===== config.mk =====
export PLATFORM = sky130hd
export DESIGN_NAME = if_prefetch_stage
export DESIGN_NICKNAME = d
export VERILOG_FILES = /design/src/rtl/if_pkg.sv /design/src/rtl/if_fetch_fifo.sv /design/src/rtl/if_prefetch_stage.sv
export SDC_FILE = /design/constraint.sdc
export NUM_CORES = 1
export LEC_CHECK = 0
export CAP_MARGIN = 15
export CORE_ASPECT_RATIO = 0.9
export CORE_MARGIN = 5
export CORE_UTILIZATION = 49
export DETAILED_ROUTE_END_ITERATION = 12
export PLACE_DENSITY_LB_ADDON = 0.1
export SYNTH_ARGS = -nofsm -noshare
export SYNTH_HDL_FRONTEND = slang
export SYNTH_SLANG_ARGS = --single-unit

===== constraint.sdc =====
create_clock -name clk -period 3.1 [get_ports clk]
set_input_delay 0.465 -clock clk [delete_from_list [all_inputs] [get_ports clk]]
set_output_delay 0.465 -clock clk [all_outputs]
set_load 0.02 [all_outputs]

===== src/rtl/if_pkg.sv =====
// Shared definitions for the instruction-fetch prefetch stage: vector defaults,
// redirect-select and status encodings, and the queue entry width.
package if_pkg;

    localparam logic [31:0] RESET_VEC_DEF = 32'h8000_0000;
    localparam logic [31:0] IRQ_VEC_DEF   = 32'h8000_0004;
    localparam logic [31:0] EXC_VEC_DEF   = 32'h8000_0008;

    // sel_next is {Z, J, JR}; anything other than these four is a select error.
    localparam logic [2:0] SEL_NONE = 3'b000;
    localparam logic [2:0] SEL_BR   = 3'b100;
    localparam logic [2:0] SEL_J    = 3'b010;
    localparam logic [2:0] SEL_JR   = 3'b001;

    // status is {interrupt, exception}.
    localparam logic [1:0] STAT_NONE = 2'b00;
    localparam logic [1:0] STAT_EXC  = 2'b01;
    localparam logic [1:0] STAT_IRQ  = 2'b10;

    localparam int INSTR_W = 32;

    // A queue entry carries {pc_plus4, instr}.
    function automatic int entry_w(input int xlen);
        return xlen + INSTR_W;
    endfunction

endpackage


===== src/rtl/if_fetch_fifo.sv =====
// Synchronous prefetch queue; flush wins over push and pop, head reads as zero when empty.
module if_fetch_fifo #(
    parameter int WIDTH = 64,
    parameter int DEPTH = 4
) (
    input  logic                       clk,
    input  logic                       rst_n,
    input  logic                       flush_i,
    input  logic                       push_i,
    input  logic [WIDTH-1:0]           data_i,
    input  logic                       pop_i,
    output logic [$clog2(DEPTH):0]     count_o,
    output logic [WIDTH-1:0]           head_o
);

    localparam int AW = $clog2(DEPTH);

    logic [WIDTH-1:0] mem_q [DEPTH];
    logic [AW-1:0]    rd_ptr_q, wr_ptr_q;
    logic [AW:0]      count_q;
    logic             not_empty, do_pop, do_push;

    assign not_empty = (count_q != '0);
    assign do_pop    = pop_i & not_empty & ~flush_i;
    assign do_push   = push_i & ~flush_i & ((count_q != (AW+1)'(DEPTH)) | do_pop);

    always_ff @(posedge clk or negedge rst_n) begin
        if (!rst_n) begin
            rd_ptr_q <= '0;
            wr_ptr_q <= '0;
            count_q  <= '0;
        end else if (flush_i) begin
            rd_ptr_q <= '0;
            wr_ptr_q <= '0;
            count_q  <= '0;
        end else begin
            if (do_push) wr_ptr_q <= wr_ptr_q + AW'(1);
            if (do_pop)  rd_ptr_q <= rd_ptr_q + AW'(1);
            count_q <= count_q + (AW+1)'(do_push) - (AW+1)'(do_pop);
        end
    end

    // NOTE: storage is deliberately not reset; validity lives in count_q alone.
    always_ff @(posedge clk) begin
        if (do_push) mem_q[wr_ptr_q] <= data_i;
    end

    assign count_o = count_q;
    assign head_o  = not_empty ? mem_q[rd_ptr_q] : '0;

endmodule


===== src/rtl/if_prefetch_stage.sv =====
// Instruction-fetch stage: one-outstanding memory fetcher feeding ID through a
// DEPTH-entry prefetch queue, with redirect flush and stale-response discard.
module if_prefetch_stage
    import if_pkg::*;
#(
    parameter int              XLEN      = 32,
    parameter int              DEPTH     = 4,
    parameter logic [XLEN-1:0] RESET_VEC = XLEN'(RESET_VEC_DEF),
    parameter logic [XLEN-1:0] IRQ_VEC   = XLEN'(IRQ_VEC_DEF),
    parameter logic [XLEN-1:0] EXC_VEC   = XLEN'(EXC_VEC_DEF),
    parameter bit              KEEP_MSB  = 1'b1
) (
    input  logic            clk,
    input  logic            rst_n,
    output logic            imem_req,
    output logic [XLEN-1:0] imem_addr,
    input  logic            imem_ready,
    input  logic            imem_rvalid,
    input  logic [31:0]     imem_rdata,
    input  logic [2:0]      sel_next,
    input  logic [XLEN-1:0] branch_target,
    input  logic [XLEN-1:0] jump_target,
    input  logic [XLEN-1:0] jr_target,
    input  logic [1:0]      status,
    output logic            id_valid,
    input  logic            id_ready,
    output logic [XLEN-1:0] id_pc_plus4,
    output logic [31:0]     id_instr,
    output logic            sel_err
);

    localparam int CW = $clog2(DEPTH) + 1;
    localparam int EW = entry_w(XLEN);

    function automatic logic [XLEN-1:0] inc(input logic [XLEN-1:0] x);
        if (KEEP_MSB) return {x[XLEN-1], x[XLEN-2:0] + (XLEN-1)'(4)};
        return x + XLEN'(4);
    endfunction

    logic [XLEN-1:0] pc_q, pc_d, req_pc_q, req_pc_d, target;
    logic            out_q, out_d, disc_q, disc_d, sel_err_q, sel_err_d;
    logic            redirect, sel_bad, accept, resp, push, pop;
    logic [CW-1:0]   count;
    logic [EW-1:0]   head;

    assign redirect = (sel_next != SEL_NONE) | (status != STAT_NONE);

    // NOTE: every always_comb output gets a default first so no latch is inferred.
    always_comb begin
        target  = '1;
        sel_bad = 1'b0;
        case (sel_next)
            SEL_BR:   target = branch_target;
            SEL_J:    target = jump_target;
            SEL_JR:   target = jr_target;
            SEL_NONE: target = (status & STAT_EXC) != STAT_NONE ? EXC_VEC : IRQ_VEC;
            default:  sel_bad = 1'b1;
        endcase
    end

    // Reset gates the request combinationally so it drops the moment rst_n falls.
    assign imem_req  = rst_n & ~redirect & ~out_q & (count < CW'(DEPTH));
    assign imem_addr = pc_q;
    assign accept    = imem_req & imem_ready;
    assign resp      = imem_rvalid & out_q;
    assign push      = resp & ~disc_q;
    assign pop       = id_valid & id_ready;

    always_comb begin
        pc_d      = pc_q;
        req_pc_d  = req_pc_q;
        out_d     = out_q;
        disc_d    = disc_q;
        sel_err_d = sel_err_q | sel_bad;
        if (redirect) begin
            pc_d = target;
        end else if (accept) begin
            pc_d     = inc(pc_q);
            req_pc_d = pc_q;
            out_d    = 1'b1;
        end
        // A response landing in the redirect cycle is dropped by the flush, so no discard is armed.
        if (resp) begin
            out_d  = 1'b0;
            disc_d = 1'b0;
        end else if (redirect && out_q) begin
            disc_d = 1'b1;
        end
    end

    always_ff @(posedge clk or negedge rst_n) begin
        if (!rst_n) begin
            pc_q      <= RESET_VEC;
            req_pc_q  <= '0;
            out_q     <= 1'b0;
            disc_q    <= 1'b0;
            sel_err_q <= 1'b0;
        end else begin
            pc_q      <= pc_d;
            req_pc_q  <= req_pc_d;
            out_q     <= out_d;
            disc_q    <= disc_d;
            sel_err_q <= sel_err_d;
        end
    end

    if_fetch_fifo #(.WIDTH(EW), .DEPTH(DEPTH)) u_fifo (
        .clk     (clk),
        .rst_n   (rst_n),
        .flush_i (redirect),
        .push_i  (push),
        .data_i  ({inc(req_pc_q), imem_rdata}),
        .pop_i   (pop),
        .count_o (count),
        .head_o  (head)
    );

    assign id_valid    = (count != '0);
    assign id_pc_plus4 = head[EW-1:INSTR_W];
    assign id_instr    = head[INSTR_W-1:0];
    assign sel_err     = sel_err_q;

endmodule

==> flow_summary.ini, run 1 <==
[worst_setup_path]
cp_cell_sequence = buf_12 -> mux4_2 -> and2_1 -> clkdlybuf4s50_1
cp.arrival_ns = 2.53
start_kind = register
critical_path.max_fanout = 23
crit_required_ns = 2.63
worst_path_largest_cell_delay_ns = 0.57
crit_slowest_cell = mux4_2
endpoint_kind = output port
path_class = register to output port

[sta]
rsz0062_at_grt = true
slew_viol_final = 0
hold_viol_final = 0
setup_violations = 0
clock_skew_ns = 0.00836
max_freq_mhz = 334
tightest_slew_ns = 0.883
min_period_ns = 3.00
fin_crit_sh = 0.966
setup-tns-final_ns = 0
slew_headroom = 0.412

[cells_and_area]
area_growth_syn_to_layout_pct = 29.1
fin_util = 0.645
most-common-layout-cells = edfxtp_1 (256), clkdlybuf4s50_1 (234), nand2_1 (130)
drive_above_1_share = 0.142
final_common_cell = edfxtp_1
final_cells = 1695
fin_nets = 1422
nFillCells = 2165
multiInputGateArea_sq_um = 4710
seq_area_sq_um = 9550
diodes = 0

[logic_synthesis]
ys_ff_latch = 330
postSynthCellCount = 1007
ys_warn_count = 0
synthesis.area_sq_um = 14500
async_flop_share = 0.224
synthDistinctLibCells = 61
synth_edf_count = 256
syn_area_per_cell_sq_um = 14.4
seq_area_frac_synth = 0.657
syn_nets = 1154
synth_flop_cell = edfxtp_1

[power]
powerDensity_nw_per_um2 = 529
power.switching_w = 0.00224
swShare = 0.225
clkPwrFrac = 0.395
p_seq_frac = 0.520
leakage_nw = 6.54
ir_drop_v = 0.000346
pwr-share-comb = 0.086
intPower_w = 0.00769

[run_status]
status = finished clean

[routing]
routed_wl_um = 32900
initialDrtViolationCount = 626
vias = 9142
route.detailed.drc = 0
first_pass_iters = 5
via_per_inst = 5.39
final_antenna_net_count = 0
wire_per_inst_um = 19.4

[cts]
path_clk_slew_ns = 0.06
h-tree-depth = 2
cts_buffers = 36
clk_latency_ns = 0.50
tritoncts = built
cts.sinks = 330
cts_buffer_depth = 3
clockRootBuffer = clkbuf_16

[floorplan]
fp.coreArea_sq_um = 29100
num_io_pins = 237
num_rows = 59
die_y_um = 173
dieArea_sq_um = 33200
fp.dieW_um = 191
floorplan.initialDensity = 0.499

[placed_design]
dp.cells = 1630
gp_congestion = 0.852
dp_hpwl_um = 23000
portBuffers = 236

[grt]
grt-ovfl-total = 0
first_global_vias = 9432
grt_antenna_before_repair = 0
grtUsageTotal = 0.199
grt_start_max_net_pins = 71
grt_pass1_wl_um = 52500

[worst_hold_path]
hold_class = primary input to asynchronous set/reset pin

[flow_run]
maxCapViolations = 0
## cell usage after synthesis (all sizes together), types with 10 or more instances
master	number	area share
nor4	15	0.0096
mux4	64	0.099
edfxtp	256	0.53
inv	16	0.0041
buf	24	0.0080
a22oi	10	0.0052
nand3	20	0.0072
xnor2	26	0.016
nor2	40	0.011
and2	75	0.032
dfrtp	73	0.13
xor2	16	0.0096
nand4	19	0.0092
a211oi	10	0.0052
nand2	130	0.034
clkbuf	29	0.0075
a21oi	26	0.0090
o21ai	49	0.017
## critical path, delay by kind of cell (launching register included)
family	cells	cell delay (ns)
mux	1	0.57
buf+inv	2	0.76
simple gates	1	0.17
flops	1	0.51
## routing by layer
| metal | vias to the layer above | track usage | share of wire |
|---|---|---|---|
| met4 | 0 | 0.0467 | 0.020 |
| li1 | 4360 | - | - |
| met2 | 307 | 0.315 | 0.46 |
| met3 | 43 | 0.0507 | 0.068 |
| met1 | 4432 | 0.280 | 0.45 |
| met5 | - | 0 | 0 |
## power by group through the flow
stage | Clock (W) | Sequential (W) | Combinational (W)
global route | 0.00422 | 0.00518 | 0.000942
global placement | 0 | 0.00524 | 0.000837
CTS | 0.00401 | 0.00516 | 0.000857
floorplan | 0 | 0.00525 | 0.000359
finish | 0.00392 | 0.00516 | 0.000850
detailed placement | 0 | 0.00525 | 0.000851
## logic make-up (layout without fill, tap and decap cells)
group | Yosys count | in the layout | synth area share
AOI/OAI and AO/OA | 143 | 143 | 0.0639
xor gates and xnor gates | 42 | 42 | 0.0253
adders and majority gates | 10 | 10 | 0.00904
buffers and inverters | 70 | 362 | 0.0199
DFF | 330 | 330 | 0.657
muxes | 65 | 65 | 0.0999
and+or+nand+nor | 347 | 347 | 0.125
## final timing paths
kind                               startpoint            endpoint  slack [ns]  cells past startpoint
max                        u_fifo.rd_ptr_q[0]     id_pc_plus4[19]        0.10                      4
min                                     rst_n       imem_addr[29]        0.34                      2
max reg2reg                 u_fifo.count_o[2]   u_fifo.count_o[2]        0.62                     11
min reg2reg                           sel_err             sel_err        0.48                      1
max in group asynchronous               rst_n  u_fifo.rd_ptr_q[0]        1.63                      3
min in group clk              jump_target[31]       imem_addr[31]        0.48                      3
## stage by stage
stage               hold WS (ns)  worst slack, ns  cell area (sq um)  total power, W
global route               0.366        -0.000153              18800          0.0103
global placement           0.283           0.0450              17600         0.00608
finish                     0.342            0.104              18800         0.00993
detailed placement         0.286           0.0305              17600         0.00610
floorplan                  0.169            0.100              14500         0.00560
CTS                        0.335          0.00483              18800          0.0100
## registers in the layout, indices dropped and copies added, names as in the netlist
signal           count
u_fifo.rd_ptr_q      2
sel_err              1
u_fifo.count_o       3
u_fifo.mem_q       256
req_pc_q            32
imem_addr           32
disc_q               1
u_fifo.wr_ptr_q      2
out_q                1
## cell type report
class / count / area share
flip-flops and latches: 330 / 0.509
multi-input cells: 607 / 0.251
clock buffers: 43 / 0.0517
inverters: 17 / 0.00340
well taps: 396 / 0.0264
repair buffers: 283 / 0.152
clock inverters: 19 / 0.00680
## repair_timing
| item | 4_1_cts | 5_1_grt |
|---|---|---|
| hold endpoints to repair | 4 | 0 |
| buffers inserted | 2 | 0 |
| gates resized for setup | 0 | 2 |
| setup endpoints to repair | 30 | 48 |
| hold buffers | 1 | 0 |
(Power assumes the default switching activity.)
==> run 2, diff against run 1 <==
--- a/config.mk
+++ b/config.mk
@@ -11,6 +11,7 @@
 export CORE_UTILIZATION = 49
 export DETAILED_ROUTE_END_ITERATION = 12
 export PLACE_DENSITY_LB_ADDON = 0.1
+export RECOVER_POWER = 25
 export SYNTH_ARGS = -nofsm -noshare
 export SYNTH_HDL_FRONTEND = slang
 export SYNTH_SLANG_ARGS = --single-unit
==> flow_summary.ini, run 2 (synthesis gave the netlist of run 1 again) <==
[routing]
highest_layer = met4
wire_per_inst_um = 19.4
route.met2.wl_um = 15200
route.detailed.drc = 0
vias = 9141
routed_wl_um = 32900
dr_wl_met3_um = 2210
first_pass_iters = 5
initialDrtViolationCount = 627
wl_met1_um = 14900
final_antenna_net_count = 0
via_per_inst = 5.39

[worst_setup_path]
worst_path_largest_cell_delay_ns = 0.57
path_class = register to output port
r2r_cells = 11
critical_path.max_fanout = 23
r2r_slack_ns = 0.62
crit_slowest_cell = mux4_2
critPathBufInv = 2
endpoint_kind = output port
start_kind = register
cp_top_family = buffers and inverters
cp.arrival_ns = 2.53
r2r_end = u_fifo.count_o[2]
rr_startpoint = u_fifo.count_o[2]
cp_cell_sequence = buf_12 -> mux4_2 -> and2_1 -> clkdlybuf4s50_1
crit_required_ns = 2.63

[placed_design]
portBuffers = 236
pre_cts_slack_ns = 0.0305
gp_congestion = 0.852
dp_hpwl_um = 23000
dp.cells = 1630

[cts]
clockRootBuffer = clkbuf_16
tritoncts = built
path_clk_slew_ns = 0.06
h-tree-depth = 2
cts.sinks = 330
cts_buffers = 36
cts_buffer_depth = 3
clk_latency_ns = 0.50

[power]
leakage_nw = 6.55
ir_drop_v = 0.000345
powerDensity_nw_per_um2 = 529

[sta]
tightest_slew_ns = 0.878
clock_skew_ns = 0.00854
max_freq_mhz = 334
setup_violations = 0
slew_headroom = 0.415
slew_viol_final = 0
final.setup.worst_slack_ns = 0.104
rsz0062_at_grt = true
hold_viol_final = 0
fin_crit_sh = 0.967
min_period_ns = 3.00
setup-tns-final_ns = 0

[grt]
grt_antenna_before_repair = 0
grt_pass1_wl_um = 52500
grt_start_max_net_pins = 71
first_global_vias = 9432
grt-ovfl-total = 0
grtUsageTotal = 0.199

[cells_and_area]
most-common-layout-cells = edfxtp_1 (256), clkdlybuf4s50_1 (202), nand2_1 (130)
largest_register = u_fifo.mem_q
diodes = 0
final_common_cell = edfxtp_1
fin_util = 0.645
drive_above_1_share = 0.142
largest_reg_flops = 256
final_cells = 1695
area_growth_syn_to_layout_pct = 29.1
fin_nets = 1422

[floorplan]
dieArea_sq_um = 33200
fp.coreArea_sq_um = 29100
num_rows = 59
fp.dieW_um = 191
num_io_pins = 237
floorplan.initialDensity = 0.499
die_y_um = 173

[run_status]
status = finished clean

[flow_run]
maxCapViolations = 0

[worst_hold_path]
hold_class = primary input to asynchronous set/reset pin
[run 2: report_power, final]
| group | switching [W] | internal [W] |
|---|---|---|
| logic | 0.000439 | 0.000403 |
| clock network | 0.00160 | 0.00231 |
| registers | 0.000190 | 0.00497 |
| total | 0.00223 | 0.00768 |
[run 2: cell type report]
cell class / instances / area [sq um]
Fill cell: 2167 / 10300
Sequential cell: 330 / 9550
Multi-Input combinational cell: 607 / 4710
Timing Repair Buffer: 283 / 2840
Clock buffer: 43 / 970
Tap cell: 396 / 495
Clock inverter: 19 / 128
Inverter: 17 / 63.8
[run 2: per-layer routing]
metal	track usage	vias to the layer above
met5	0	-
met4	0.0467	0
met3	0.0507	43
met2	0.315	304
met1	0.280	4434
li1	-	4360
[run 2: worst max-delay path by stage]
| stage | startpoint | endpoint | slack [ns] | cells past startpoint |
|---|---|---|---|---|
| 2_1_floorplan | sel_next[1] | u_fifo.count_o[2] | 0.10 | 14 |
| 4_1_cts | u_fifo.count_o[2] | id_pc_plus4[24] | 0.005 | 4 |
| 5_1_grt | u_fifo.rd_ptr_q[0] | id_pc_plus4[13] | -0.0002 | 4 |
| 3_5_place_dp | sel_next[1] | u_fifo.count_o[2] | 0.03 | 13 |
| 3_3_place_gp | sel_next[1] | u_fifo.count_o[2] | 0.05 | 13 |
| 6_report | u_fifo.rd_ptr_q[0] | id_pc_plus4[19] | 0.10 | 4 |
[run 2: what timing repair did]
action	in CTS	in global routing
endpoints found under the hold margin	4	0
hold buffers	1	0
setup buffers	2	0
resized for setup	0	2
setup endpoints to repair	30	48
[run 2: per-stage QoR]
step | total power [W] | hold WS (ns) | instance area, sq um
global route | 0.0103 | 0.455 | 18800
detailed placement | 0.00610 | 0.286 | 17600
CTS | 0.0100 | 0.335 | 18800
global placement | 0.00608 | 0.283 | 17600
finish | 0.00992 | 0.439 | 18800
floorplan | 0.00560 | 0.169 | 14500
==> run 3, diff against run 2 <==
--- a/config.mk
+++ b/config.mk
@@ -9,6 +9,7 @@
 export CORE_ASPECT_RATIO = 0.9
 export CORE_MARGIN = 5
 export CORE_UTILIZATION = 49
+export CTS_CLUSTER_SIZE = 25
 export DETAILED_ROUTE_END_ITERATION = 12
 export PLACE_DENSITY_LB_ADDON = 0.1
 export RECOVER_POWER = 25
==> results of run 3 <==
The final DEF is identical to that of run 2; final timing and power are the same.
